## src/rtl/spi_ram_pkg.sv

```systemverilog
// Shared definitions for the SPI-fed RAM: command encodings carried in the
// top two bits of each received word.
// Pure declarations, no logic.
package spi_ram_pkg;

    typedef enum logic [1:0] {
        CMD_WR_ADDR = 2'b00,
        CMD_WR_DATA = 2'b01,
        CMD_RD_ADDR = 2'b10,
        CMD_RD_DATA = 2'b11
    } cmd_e;

    localparam int CMD_W = 2;

endpackage

```

## src/rtl/spi_ram.sv

```systemverilog
// Small register-array RAM driven by command words from an SPI slave front end.
// Latency: read data and tx_valid appear one clock after the read-data command.
// Backpressure: none; every qualified word is consumed on the edge it is seen.
module spi_ram
    import spi_ram_pkg::*;
#(
    parameter int MEM_DEPTH = 8,
    parameter int ADDR_SIZE = 3
) (
    input  logic                   clk,
    input  logic                   rst_n,
    input  logic [ADDR_SIZE+1:0]   din,
    input  logic                   rx_valid,
    output logic [ADDR_SIZE-1:0]   dout,
    output logic                   tx_valid
);

    // Refuse to build with an address too narrow for the depth.
    if (ADDR_SIZE < 1 || MEM_DEPTH < 1 || MEM_DEPTH > (1 << ADDR_SIZE)) begin : g_bad_params
        $error("spi_ram: need ADDR_SIZE >= 1 and 1 <= MEM_DEPTH <= 2**ADDR_SIZE");
    end

    // One extra bit so a depth of exactly 2**ADDR_SIZE is representable.
    localparam logic [ADDR_SIZE:0] DEPTH_LIM = MEM_DEPTH[ADDR_SIZE:0];

    logic [ADDR_SIZE-1:0] mem [MEM_DEPTH];
    logic [ADDR_SIZE-1:0] wr_addr;
    logic [ADDR_SIZE-1:0] rd_addr;

    cmd_e                 cmd;
    logic [ADDR_SIZE-1:0] payload;
    logic                 wr_in_range;
    logic                 rd_in_range;

    assign cmd         = cmd_e'(din[ADDR_SIZE+1:ADDR_SIZE]);
    assign payload     = din[ADDR_SIZE-1:0];
    assign wr_in_range = {1'b0, wr_addr} < DEPTH_LIM;
    assign rd_in_range = {1'b0, rd_addr} < DEPTH_LIM;

    // Command decode, storage and registered read port; reset wins over any command.
    always_ff @(posedge clk) begin
        if (rst_n) begin
            dout     <= '0;
            tx_valid <= 1'b0;
            wr_addr  <= '0;
            rd_addr  <= '0;
            for (int i = 0; i < MEM_DEPTH; i++) begin
                mem[i] <= '0;
            end
        end else begin
            tx_valid <= 1'b0;
            if (rx_valid) begin
                case (cmd)
                    CMD_WR_ADDR: wr_addr <= payload;
                    CMD_WR_DATA: begin
                        // Writes beyond the populated depth are dropped.
                        if (wr_in_range) begin
                            mem[wr_addr] <= payload;
                        end
                    end
                    CMD_RD_ADDR: rd_addr <= payload;
                    CMD_RD_DATA: begin
                        // Reads beyond the populated depth return zero but still handshake.
                        dout     <= rd_in_range ? mem[rd_addr] : '0;
                        tx_valid <= 1'b1;
                    end
                    default: ;
                endcase
            end
        end
    end

endmodule

```

## config.mk

```make
export PLATFORM = sky130hd
export DESIGN_NAME = spi_ram
export DESIGN_NICKNAME = d
export VERILOG_FILES = /design/src/rtl/spi_ram_pkg.sv /design/src/rtl/spi_ram.sv
export SDC_FILE = /design/constraint.sdc
export NUM_CORES = 1
export LEC_CHECK = 0
export CAP_MARGIN = 30
export CORE_ASPECT_RATIO = 1.25
export CORE_MARGIN = 4
export CORE_UTILIZATION = 66
export CTS_CLUSTER_SIZE = 8
export DETAILED_ROUTE_END_ITERATION = 16
export DONT_BUFFER_PORTS = 1
export PLACE_DENSITY = 0.92
export SYNTH_ARGS = -nofsm -noshare
export SYNTH_HDL_FRONTEND = slang
export SYNTH_SLANG_ARGS = --single-unit
```

## constraint.sdc

```tcl
create_clock -name clk -period 4.2 [get_ports clk]
set_input_delay 0.42 -clock clk [delete_from_list [all_inputs] [get_ports clk]]
set_output_delay 0.42 -clock clk [all_outputs]
set_load 0.05 [all_outputs]
```

== Word level (Yosys, flattened, before mapping) ==
Memories as Yosys holds them, arrays and structs flattened. A register that Yosys moved wholly into a read port is not among the register bits.
Cells that the tools add are included.
Cells by class
  reduce and logical (&&, ||, !) cells: 6
  equal/unequal tests: 3
  bitwise logic cells: 1
  multiplexer cells: 10
Operators by type and width (number)
  1-bit two-way mux: 8
  3-bit two-way mux: 2
  2-bit AND reduction: 3
  2-bit == test (second input constant): 2
  3-bit OR reduction: 1
  2-bit by 1-bit == test with 1-bit output (second input constant): 1
  2-bit logical NOT: 1
  2-bit OR reduction: 1
  1-bit NOT: 1
Storage, ports and cells
  input bits: 8
  RAM bits: 24
  bits in registers: 7
  memories kept: 1
  output and inout port bits: 4
  word-level logic and storage cells: 24
Memory list
  mem: depth 8, width 3, read ports 1, clocked after memory_dff 1, write ports 8, line spi_ram.sv:26  | logic [ADDR_SIZE-1:0] mem [MEM_DEPTH];

== Longest topological paths before layout ==
Gate-level depths: netlist of the first run.
  depth after elaboration: 7
  gate-level depth with buffers: 5

== Least setup slack after synthesis of the first run ==
No wires, ideal clock.
  path type: input-to-reg
  start: in rst_n
  end: mem mem[7][0], enable pin
  arrival: 1.144 ns
  buffers on the path: 1
  stages on the path: 4
  library setup time: 0.326 ns
  slack: 2.729 ns
  data required time: 3.874 ns
  cell sequence: and4bb_1 > buf_2 > nand2_1 > o21bai_1
RTL lines
  start: declaration: line spi_ram.sv:11  | input logic rst_n,
  end: declaration: line spi_ram.sv:26

==> metrics.log, run 1 <==
[metrics] maximum number of pins on one net before global-route repair: 18
[metrics] fraction of final layout cells sized beyond drive strength 1: 6.98%
[metrics] relative slew slack: 52.5%
[metrics] classification of the worst-slack hold path: primary input to flop
[metrics] Site Rows: 19
[metrics] peak per-stage delay on the critical path: 790 ps
[metrics] count of port buffers added during placement: 0
[metrics] total number of clock tree sinks: 34
[metrics] depth of the worst register-to-register path: 3
[metrics] Avg Inst Size Synth: 12.0 µm²
[metrics] most numerous cell types in the synthesized netlist: 32 x nor2_1, 24 x edfxtp_1, 18 x mux2i_1, 10 x dfxtp_1, 8 x o21bai_1
[metrics] required time worst endpoint: 4420 ps
[metrics] die boundary height: 61.9 µm
[metrics] count of unique library cells instantiated by Yosys: 21
[metrics] # nets final: about 140
[metrics] average via count per standard cell: 6.16
[metrics] origin of the critical flop-to-flop path: rd_addr[0]$_SDFFE_PP0P_
[metrics] Filler cells: 160
[metrics] CTS H-Tree Depth: 2
[metrics] summed negative setup slack over all endpoints: 0 ps
[metrics] Initial DRC Count: between 50 and 60
[metrics] Post-DP Area: 0.00153 mm²
[metrics] Period minus WS final: about 1600 ps
[metrics] GR Util All Layers: between 20% and 30%
[metrics] number of synthesized flops with an enable pin: 24
[metrics] period utilisation layout: 37.8%
[metrics] Critical Path Fanout Max: 13
[metrics] Worst Hold Path Cells: 1
[metrics] CTS tree: built
[metrics] terminus of the critical flop-to-flop path: dout[0]$_SDFFE_PP0P_
[metrics] setup repair after global routing missed its margin: no
[metrics] Crit path max-delay family: flip-flops
[metrics] min setup slack post-route: ~2600 ps
[metrics] post-detailed-placement half-perimeter wirelength: roughly 2100 µm
[metrics] root cell of the clock tree: clkbuf_4
[metrics] Worst IR Drop VDD: 0.364 mV
[metrics] vias in the first global route: 990
[metrics] Syn Std Cell Area: ~0.0015 mm²
[metrics] cell with the largest stage delay on the worst path: dfxtp_1
[metrics] Worst Max-Slew Pin Slew: 711 ps
[metrics] total I/O pin count: 12
[metrics] buffer depth of the longest clock path: 2
[metrics] number of CTS-inserted buffers: 5
[metrics] post-placement setup slack: 2550 ps
[metrics] Post-CTS Repair Setup Buffers: 0
[metrics] first-pass GRT wire length: 4570 µm
[metrics] setup slack, reg-to-reg: 2610 ps
[metrics] Critical Path Source Type: flop
[metrics] Hold Path End: rd_addr[1]$_SDFFE_PP0P_
[metrics] relative area change from synthesis to final layout: 3.68%
[metrics] Total Power Consumption: 591 µW
[metrics] weighted congestion reported at the end of routability-driven placement: roughly 0.95
[metrics] chip width: 51.1 µm
[metrics] total global routing overflow: 0
[metrics] Post-Synthesis Cells: approximately 130
[metrics] area of the core: about 0.0022 mm²
[metrics] cell accounting for the most synthesized area: edfxtp_1
[metrics] total power density per cell area: 372 mW/mm²
[metrics] share of the yosys chip area belonging to registers: 60.1%
[metrics] number of antenna cells inserted: 0
[metrics] total vias in the final route: 986
[metrics] Fmax achieved: around 630 MHz
[metrics] Max Cap Viol: 0
[metrics] utilization after layout: 71.8%
[metrics] Final Cell Area: around 0.0016 mm²
[metrics] Synth Warn #: 0
[metrics] most instantiated library cell after synthesis: nor2_1
[metrics] worst skew pair latency: 320 ps
[metrics] cells along the critical path: mux2i_1, a22oi_1, a32o_1
[metrics] startpoint of the most critical setup path: rd_addr[0]$_SDFFE_PP0P_
[metrics] Final Max Tran Viols: 0
[metrics] number of resized instances in the post-cts repair step: 0
[metrics] number of failing hold endpoints at the final stage: 0
[metrics] biggest area contributors in the synthesized netlist: edfxtp_1 47%, dfxtp_1 13%, mux2i_1 12%, nor2_1 7.8%, o21bai_1 3.9%
[metrics] Post-CTS Hold Fix Bufs: 0
[metrics] post-synthesis sequential element count: 34
[metrics] kind of capture point of the worst setup path: flop
[metrics] DR WL/cell: approximately 17 µm
[metrics] number of detailed-routing iterations run before antenna repair: 4
[metrics] number of nets still failing antenna checks after routing: 0
[metrics] data arrival time of the critical path: 1810 ps
[metrics] Die Area: about 0.0032 mm²
[metrics] Critical path buffers and inverters: 0
[metrics] number of antenna violations at the first check in global routing: 0
[metrics] clk slew on worst S/H paths: around 100 ps
[metrics] count of final setup violators: 0
[metrics] sequential cell area in the final layout: 921 µm²
[metrics] Leakage Power: 0.000534 µW
[metrics] post-synthesis async set-or-reset flop share: 0%
[metrics] number of nets produced by synthesis: 136
[metrics] portion of synthesized cell area occupied by the leading cell type: a little under half
[metrics] aggregate routed wire length: 2690 µm
[metrics] Starting Density: 69.3%
[metrics] leading register cell type out of synthesis: edfxtp_1
[metrics] total area of multi-input combinational cells: ~570 µm²
[metrics] hold path start: rst_n
[metrics] Worst Clk Skew: 10.1 ps
[metrics] kind of critical path: flop to flop
[metrics] remaining design rule violation count: 0
[metrics] run status: completed
registers in the layout, summed over array words and instances (netlist names):
signal    cells
mem          24
dout          3
rd_addr       3
wr_addr       3
tx_valid      1
metrics by stage:
stage          std cells  hold slack [ps]
2_1_floorplan        128              512
3_3_place_gp         152              497
3_5_place_dp         152              497
4_1_cts              160              149
5_1_grt              160              142
6_report             160              160
power by group:
part           internal [µW]  total, µW  switching [µW]  leakage, µW
registers                369        381            11.8     0.000329
clock network           81.1        179            98.4    0.0000353
logic                   14.0       30.7            16.6     0.000170
total                    464        591             127     0.000534
worst max-delay path by stage:
| stage | end | slack (ps) | cells after the start |
|---|---|---|---|
| after detailed placement | mem[1][1]$_SDFFCE_PN0P_ | 2550 | 3 |
| after global routing | dout[0]$_SDFFE_PP0P_ | 2530 | 3 |
| after CTS | dout[0]$_SDFFE_PP0P_ | 2610 | 3 |
| final | dout[0]$_SDFFE_PP0P_ | 2610 | 3 |
| after global placement | mem[1][0]$_SDFFCE_PN0P_ | 2630 | 3 |
| after floorplan | mem[7][0]$_SDFFCE_PN0P_ | 2730 | 4 |
cell families (layout without fill, tap and decap cells):
kind of cell | count (synthesis) | in the layout | share of synthesized area, %
simple gates | 51 | 51 | 16.1
compound gates | 18 | 18 | 9.23
buf+inv | 7 | 8 | 2.78
flops | 34 | 34 | 60.1
mux | 18 | 18 | 11.8
layer usage:
layer	up-vias	part of all wire (%)	global-route usage (%)
li1	467	-	-
met1	456	36	23.0
met2	54	52	33.9
met3	9	9.5	7.16
met4	0	2.9	16.2
met5	-	0	0
area by class of cell:
cell class                 instances  area share, %
multi-input combinational         87           35.8
sequential                        34           58.0
clock inverter                     1          0.315
tap                               31           2.44
clock buffer                       7           3.47
cell usage in the layout, fill, tap and decap left out, drive strengths merged, types with 2 or more instances in the layout:
cell type and instances:
nor2b 2, nand3 4, nand2b 3, edfxtp 24, o21bai 8, dfxtp 10
clkbuf 7, a32o 3, nor2 32, mux2i 18, nand2 2, nand3b 4
a22oi 6
Power figures use the tool's default switching activity.
==> run 2: changes to the inputs <==
- CORE_UTILIZATION: 66 -> 61
- PLACE_DENSITY: 0.92 -> 0.87
- clock period: 4.2 -> 1.6 ns (I/O delays scaled with it)
==> metrics.log, run 2 (same netlist as run 1, synthesis figures left out) <==
[metrics] run status: finished with violations (was completed)
[metrics] violated checks: hold timing
[metrics] vias in the first global route: 1088 (was 990)
[metrics] number of nets still failing antenna checks after routing: 0 (unchanged)
[metrics] period utilisation layout: 88.0% (was 37.8%)
[metrics] relative area change from synthesis to final layout: 8.66% (was 3.68%)
[metrics] buffer depth of the longest clock path: 2 (unchanged)
[metrics] average via count per standard cell: 5.99 (was 6.16)
[metrics] Post-CTS Repair Setup Buffers: 0 (unchanged)
[metrics] Top Metal Used: met4 (unchanged)
[metrics] Die Area: 0.00338 mm² (was 0.00316 mm²)
[metrics] Initial DRC Count: 42 (was 57)
[metrics] total global routing overflow: 0 (unchanged)
[metrics] origin of the critical flop-to-flop path: wr_addr[2]$_SDFFE_PP0P_ (was rd_addr[0]$_SDFFE_PP0P_)
[metrics] classification of the worst-slack hold path: primary input to flop (unchanged)
[metrics] data arrival time of the critical path: 1420 ps (was 1810 ps)
[metrics] most frequent standard cell in the layout excluding fill and tap cells: nor2_1 (unchanged)
[metrics] Max Cap Viol: 0 (unchanged)
[metrics] Worst Clk Skew: 10.6 ps (was 10.1 ps)
[metrics] Filler cells: 189 (was 160)
[metrics] Leakage Power: 0.000563 µW (was 0.000534 µW)
[metrics] area of the core: 0.00243 mm² (was 0.00221 mm²)
[metrics] startpoint of the most critical setup path: wr_addr[2]$_SDFFE_PP0P_ (was rd_addr[0]$_SDFFE_PP0P_)
[metrics] Site Rows: 20 (was 19)
[metrics] hold path start: din[0] (was rst_n)
[metrics] Fmax achieved: 710 MHz (was 630 MHz)
[metrics] number of antenna violations at the first check in global routing: 0 (unchanged)
[metrics] number of CTS-inserted buffers: 5 (unchanged)
[metrics] number of flip-flops under the largest register name: 24 (unchanged)
[metrics] WL met3: 245 µm (was 255 µm)
[metrics] met1 wire length: 1050 µm (was 966 µm)
[metrics] DR WL/cell: 17.4 µm (was 16.8 µm)
[metrics] count of port buffers added during placement: 0 (unchanged)
[metrics] relative slew slack: 65.7% (was 52.5%)
[metrics] chip width: 52.8 µm (was 51.1 µm)
[metrics] first-pass GRT wire length: 5130 µm (was 4570 µm)
[metrics] worst hold slack: -9.64 ps (was 160 ps)
[metrics] kind of critical path: flop to flop (unchanged)
[metrics] number of failing hold endpoints at the final stage: 1 (was 0)
[metrics] count of final setup violators: 0 (unchanged)
[metrics] total power density per cell area: 935 mW/mm² (was 372 mW/mm²)
[metrics] setup repair after global routing missed its margin: no (unchanged)
[metrics] number of detailed-routing iterations run before antenna repair: 4 (unchanged)
[metrics] CTS H-Tree Depth: 2 (unchanged)
[metrics] Worst Max-Slew Pin Slew: 514 ps (was 711 ps)
[metrics] Worst IR Drop VDD: 0.755 mV (was 0.364 mV)
[metrics] Critical Path Fanout Max: 8 (was 13)
[metrics] die boundary height: 64.0 µm (was 61.9 µm)
[metrics] weighted congestion reported at the end of routability-driven placement: 0.842 (was 0.948)
[metrics] clk slew on worst S/H paths: 110 ps (was 100 ps)
[metrics] register containing the most flip-flops in the final layout: mem (unchanged)
[metrics] Critical Path Source Type: flop (unchanged)
[metrics] Total Power Consumption: 1560 µW (was 591 µW)
[metrics] remaining design rule violation count: 0 (unchanged)
[metrics] # nets final: 143 (was 136)
[metrics] Starting Density: 63.1% (was 69.3%)
[metrics] fraction of final layout cells sized beyond drive strength 1: 7.35% (was 6.98%)
[metrics] aggregate routed wire length: 2940 µm (was 2690 µm)
[metrics] worst skew pair latency: 340 ps (was 320 ps)
[metrics] routed length on met2: 1530 µm (was 1390 µm)
[metrics] total I/O pin count: 12 (unchanged)
[metrics] total number of clock tree sinks: 34 (unchanged)
[metrics] Final Max Tran Viols: 0 (unchanged)
[metrics] total vias in the final route: 1013 (was 986)
[metrics] CTS tree: built (unchanged)
[metrics] maximum number of pins on one net before global-route repair: 13 (was 18)
[metrics] post-detailed-placement half-perimeter wirelength: 2180 µm (was 2100 µm)
[metrics] commonest cells after routing, fill and taps aside: 32 x nor2_1, 24 x edfxtp_1, 18 x mux2i_1 (unchanged)
[metrics] GR Util All Layers: 21.9% (was 21.0%)
[metrics] number of antenna cells inserted: 0 (unchanged)
[metrics] Period minus WS final: 1410 ps (was 1590 ps)
[metrics] required time worst endpoint: 1610 ps (was 4420 ps)
[metrics] summed negative setup slack over all endpoints: 0 ps (unchanged)
[metrics] kind of capture point of the worst setup path: flop (unchanged)
[metrics] root cell of the clock tree: clkbuf_4 (unchanged)
## run 2: cell types whose count changed in the layout (fill, tap and decap cells not counted), sizes merged
cell         delta
dlygate4sd3     +6
buf             +1
clkbuf          -2
clkinvlp        +1
clkinv          +1
## run 2: final cells by class
type	instances	area [µm²]	share of cell area, %
sequential	34	921	55.3
multi-input combinational	87	568	34.1
timing repair buffer	7	80.1	4.81
tap	33	41.3	2.48
clock buffer	5	37.5	2.26
clock inverter	3	16.3	0.977
## run 2: through the flow
| step | worst slack [ps] | std cells | utilization, % | instance area, µm² |
|---|---|---|---|---|
| after floorplan | 273 | 128 | - | 1530 |
| after global placement | 246 | 155 | 63.9 | 1550 |
| after detailed placement | 190 | 155 | 63.9 | 1550 |
| after CTS | 195 | 169 | 68.6 | 1660 |
| after global routing | 119 | 169 | 68.6 | 1660 |
| final | 192 | 169 | 68.6 | 1660 |
## run 2: power by group
| group | switching, µW | internal, µW | total (µW) |
|---|---|---|---|
| Sequential | 26.1 | 969 | 995 |
| Combinational | 54.6 | 48.8 | 103 |
| Clock | 294 | 163 | 458 |
## run 2: critical path: stages (launching register included)
cell and delay, ps:
dfxtp_1 360, or2_2 380, o21bai_1 340
## run 2: worst paths after layout
path,to,slack (ps),cells past startpoint
min reg2reg,wr_addr[1]$_SDFFE_PP0P_,580,2
min,rd_addr[0]$_SDFFE_PP0P_,-10,2
max reg2reg,mem[0][1]$_SDFFCE_PN0P_,190,2
max,mem[0][1]$_SDFFCE_PN0P_,190,2
## run 2: repair_timing
item | CTS | global route
endpoints found under the setup margin | 0 | 0
resized for setup | 0 | 0
hold endpoints to repair | 7 | 0
hold buffers | 6 | 0
## run 2: per-layer routing
layer	vias to the layer above	global-route usage, %
li1	485	-
met1	465	24.3
met2	51	34.9
met3	12	7.93
met4	0	13.1
met5	-	0
==> run 3: changes to the inputs <==
- CORE_UTILIZATION: 61 -> 56
- PLACE_DENSITY: 0.87 -> 0.81
==> metrics.log, run 3 (same netlist as run 1, synthesis figures left out) <==
[metrics] run status: completed (was finished with violations)
[metrics] Leakage Power: 0.000563 µW (about the same)
[metrics] average via count per standard cell: 5.88 (was 5.99)
[metrics] fraction of final layout cells sized beyond drive strength 1: 7.41% (was 7.35%)
[metrics] Critical path buffers and inverters: 1 (was 0)
[metrics] root cell of the clock tree: clkbuf_4 (unchanged)
[metrics] Worst Max-Slew Pin Slew: 509 ps (was 514 ps)
[metrics] data arrival time of the critical path: 1580 ps (was 1420 ps)
[metrics] summed negative setup slack over all endpoints: 0 ps (unchanged)
[metrics] Site Rows: 20 (unchanged)
[metrics] Critical Path Source Type: flop (unchanged)
[metrics] number of flip-flops under the largest register name: 24 (unchanged)
[metrics] number of antenna violations at the first check in global routing: 0 (unchanged)
[metrics] DR WL/cell: 17.0 µm (was 17.4 µm)
[metrics] Max Cap Viol: 0 (unchanged)
[metrics] commonest cells after routing, fill and taps aside: 32 x nor2_1, 24 x edfxtp_1, 18 x mux2i_1 (unchanged)
[metrics] clk slew on worst S/H paths: 100 ps (was 110 ps)
[metrics] number of cells in the design after placement: 155 (unchanged)
[metrics] register containing the most flip-flops in the final layout: mem (unchanged)
[metrics] Final Cell Area: 0.00165 mm² (was 0.00166 mm²)
[metrics] fin cells: 168 (was 169)
[metrics] setup repair after global routing missed its margin: no (unchanged)
[metrics] total number of clock tree sinks: 34 (unchanged)
[metrics] area of the core: 0.00253 mm² (was 0.00243 mm²)
[metrics] total vias in the final route: 987 (was 1013)
[metrics] required time worst endpoint: 1840 ps (was 1610 ps)
[metrics] number of detailed-routing iterations run before antenna repair: 4 (unchanged)
[metrics] GR Util All Layers: 19.3% (was 21.9%)
[metrics] # nets final: 142 (was 143)
[metrics] Final Max Tran Viols: 0 (unchanged)
[metrics] Die Area: 0.00364 mm² (was 0.00338 mm²)
[metrics] total I/O pin count: 12 (unchanged)
[metrics] most frequent standard cell in the layout excluding fill and tap cells: nor2_1 (unchanged)
[metrics] number of failing hold endpoints at the final stage: 0 (was 1)
[metrics] die boundary height: 66.5 µm (was 64.0 µm)
[metrics] classification of the worst-slack hold path: primary input to flop (unchanged)
[metrics] buffer depth of the longest clock path: 2 (unchanged)
[metrics] total power density per cell area: 959 mW/mm² (was 935 mW/mm²)
[metrics] count of port buffers added during placement: 0 (unchanged)
[metrics] cell with the largest stage delay on the worst path: dfxtp_1 (was or2_2)
[metrics] number of CTS-inserted buffers: 5 (unchanged)
[metrics] Worst Clk Skew: 4.16 ps (was 10.6 ps)
[metrics] Crit path max-delay family: compound AO/OA/AOI/OAI gates (was simple AND/OR/NAND/NOR gates)
[metrics] CTS H-Tree Depth: 2 (unchanged)
[metrics] aggregate routed wire length: 2860 µm (was 2940 µm)
[metrics] first-pass GRT wire length: 4710 µm (was 5130 µm)
[metrics] Post-DP Area: 0.00154 mm² (was 0.00155 mm²)
[metrics] number of antenna cells inserted: 0 (unchanged)
[metrics] Worst IR Drop VDD: 0.732 mV (was 0.755 mV)
[metrics] chip width: 54.8 µm (was 52.8 µm)
[metrics] CTS tree: built (unchanged)
[metrics] Starting Density: 60.6% (was 63.1%)
[metrics] total global routing overflow: 0 (unchanged)
[metrics] weighted congestion reported at the end of routability-driven placement: 0.821 (was 0.842)
[metrics] count of final setup violators: 0 (unchanged)
[metrics] maximum number of pins on one net before global-route repair: 13 (unchanged)
[metrics] Filler cells: 196 (was 189)
[metrics] relative area change from synthesis to final layout: 7.60% (was 8.66%)
[metrics] post-detailed-placement half-perimeter wirelength: 2070 µm (was 2180 µm)
[metrics] kind of critical path: flop to flop (unchanged)
[metrics] number of nets still failing antenna checks after routing: 0 (unchanged)
[metrics] cells along the critical path: buf_4, mux2i_1, a22oi_1, a32o_1 (was or2_2, o21bai_1)
[metrics] Fmax achieved: 742 MHz (was 710 MHz)
[metrics] Period minus WS final: 1350 ps (was 1410 ps)
[metrics] worst skew pair latency: 330 ps (was 340 ps)
[metrics] Initial DRC Count: 46 (was 42)
[metrics] remaining design rule violation count: 0 (unchanged)
[metrics] Critical Path Fanout Max: 12 (was 8)
[metrics] period utilisation layout: 84.3% (was 88.0%)
[metrics] Total Power Consumption: 1580 µW (was 1560 µW)
[metrics] peak per-stage delay on the critical path: 360 ps (was 380 ps)
[metrics] relative slew slack: 66.0% (was 65.7%)
[metrics] kind of capture point of the worst setup path: flop (unchanged)
[metrics] vias in the first global route: 1006 (was 1088)
run 3: changes by cell type in the layout (fill, tap and decap cells not counted), sizes merged:
cell	previous run	this run
clkbuf	5	7
clkinv	2	1
clkinvlp	1	0
dlygate4sd3	6	5
run 3: final timing paths:
check	startpoint	end	slack [ps]	cells after the start
worst min register to register	rd_addr[0]$_SDFFE_PP0P_	rd_addr[0]$_SDFFE_PP0P_	560	2
worst min-delay path	din[3]	tx_valid$_SDFF_PP0_	20	2
worst max-delay path	rd_addr[0]$_SDFFE_PP0P_	dout[0]$_SDFFE_PP0P_	250	4
worst max register to register	rd_addr[0]$_SDFFE_PP0P_	dout[0]$_SDFFE_PP0P_	250	4
run 3: timing repair:
item | CTS | global route
hold buffers | 5 | 0
setup endpoints to repair | 0 | 0
setup buffers | 0 | 0
endpoints found under the hold margin | 7 | 0
gates resized for setup | 0 | 0
run 3: where the power goes:
part	internal (µW)	switching (µW)
sequential	969	25.4
combinational	45.1	53.7
clock	213	274
total	1230	353
run 3: worst register-to-register path: stages (launching register included):
cell,delay (ps)
dfxtp_1,360
buf_4,250
mux2i_1,270
a22oi_1,120
a32o_1,250
run 3: final cells by class:
class / count / area [µm²] / share of cell area, %
flip-flops and latches: 34 / 921 / 55.9
clock buffers: 7 / 55.1 / 3.34
clock inverters: 1 / 5.00 / 0.304
repair buffers: 6 / 57.6 / 3.49
multi-input cells: 87 / 568 / 34.5
well taps: 33 / 41.3 / 2.51
run 3: metal layers:
metal | share of wire [%] | global-route usage [%] | wire length, µm | vias to the layer above
met4 | 1.2 | 13.1 | 35 | 0
met3 | 7.2 | 5.59 | 207 | 5
met2 | 52 | 28.7 | 1480 | 41
li1 | - | - | - | 476
met5 | 0 | 0 | 0 | -
met1 | 40 | 23.5 | 1140 | 465
run 3: through the flow:
stage | worst slack (ps) | hold WS, ps | util [%]
3_5_place_dp | 203 | 236 | 60.8
6_report | 252 | 21.8 | 65.2
5_1_grt | 168 | 6.75 | 65.2
4_1_cts | 232 | 3.54 | 65.2
3_3_place_gp | 248 | 235 | 60.8
2_1_floorplan | 273 | 266 | -
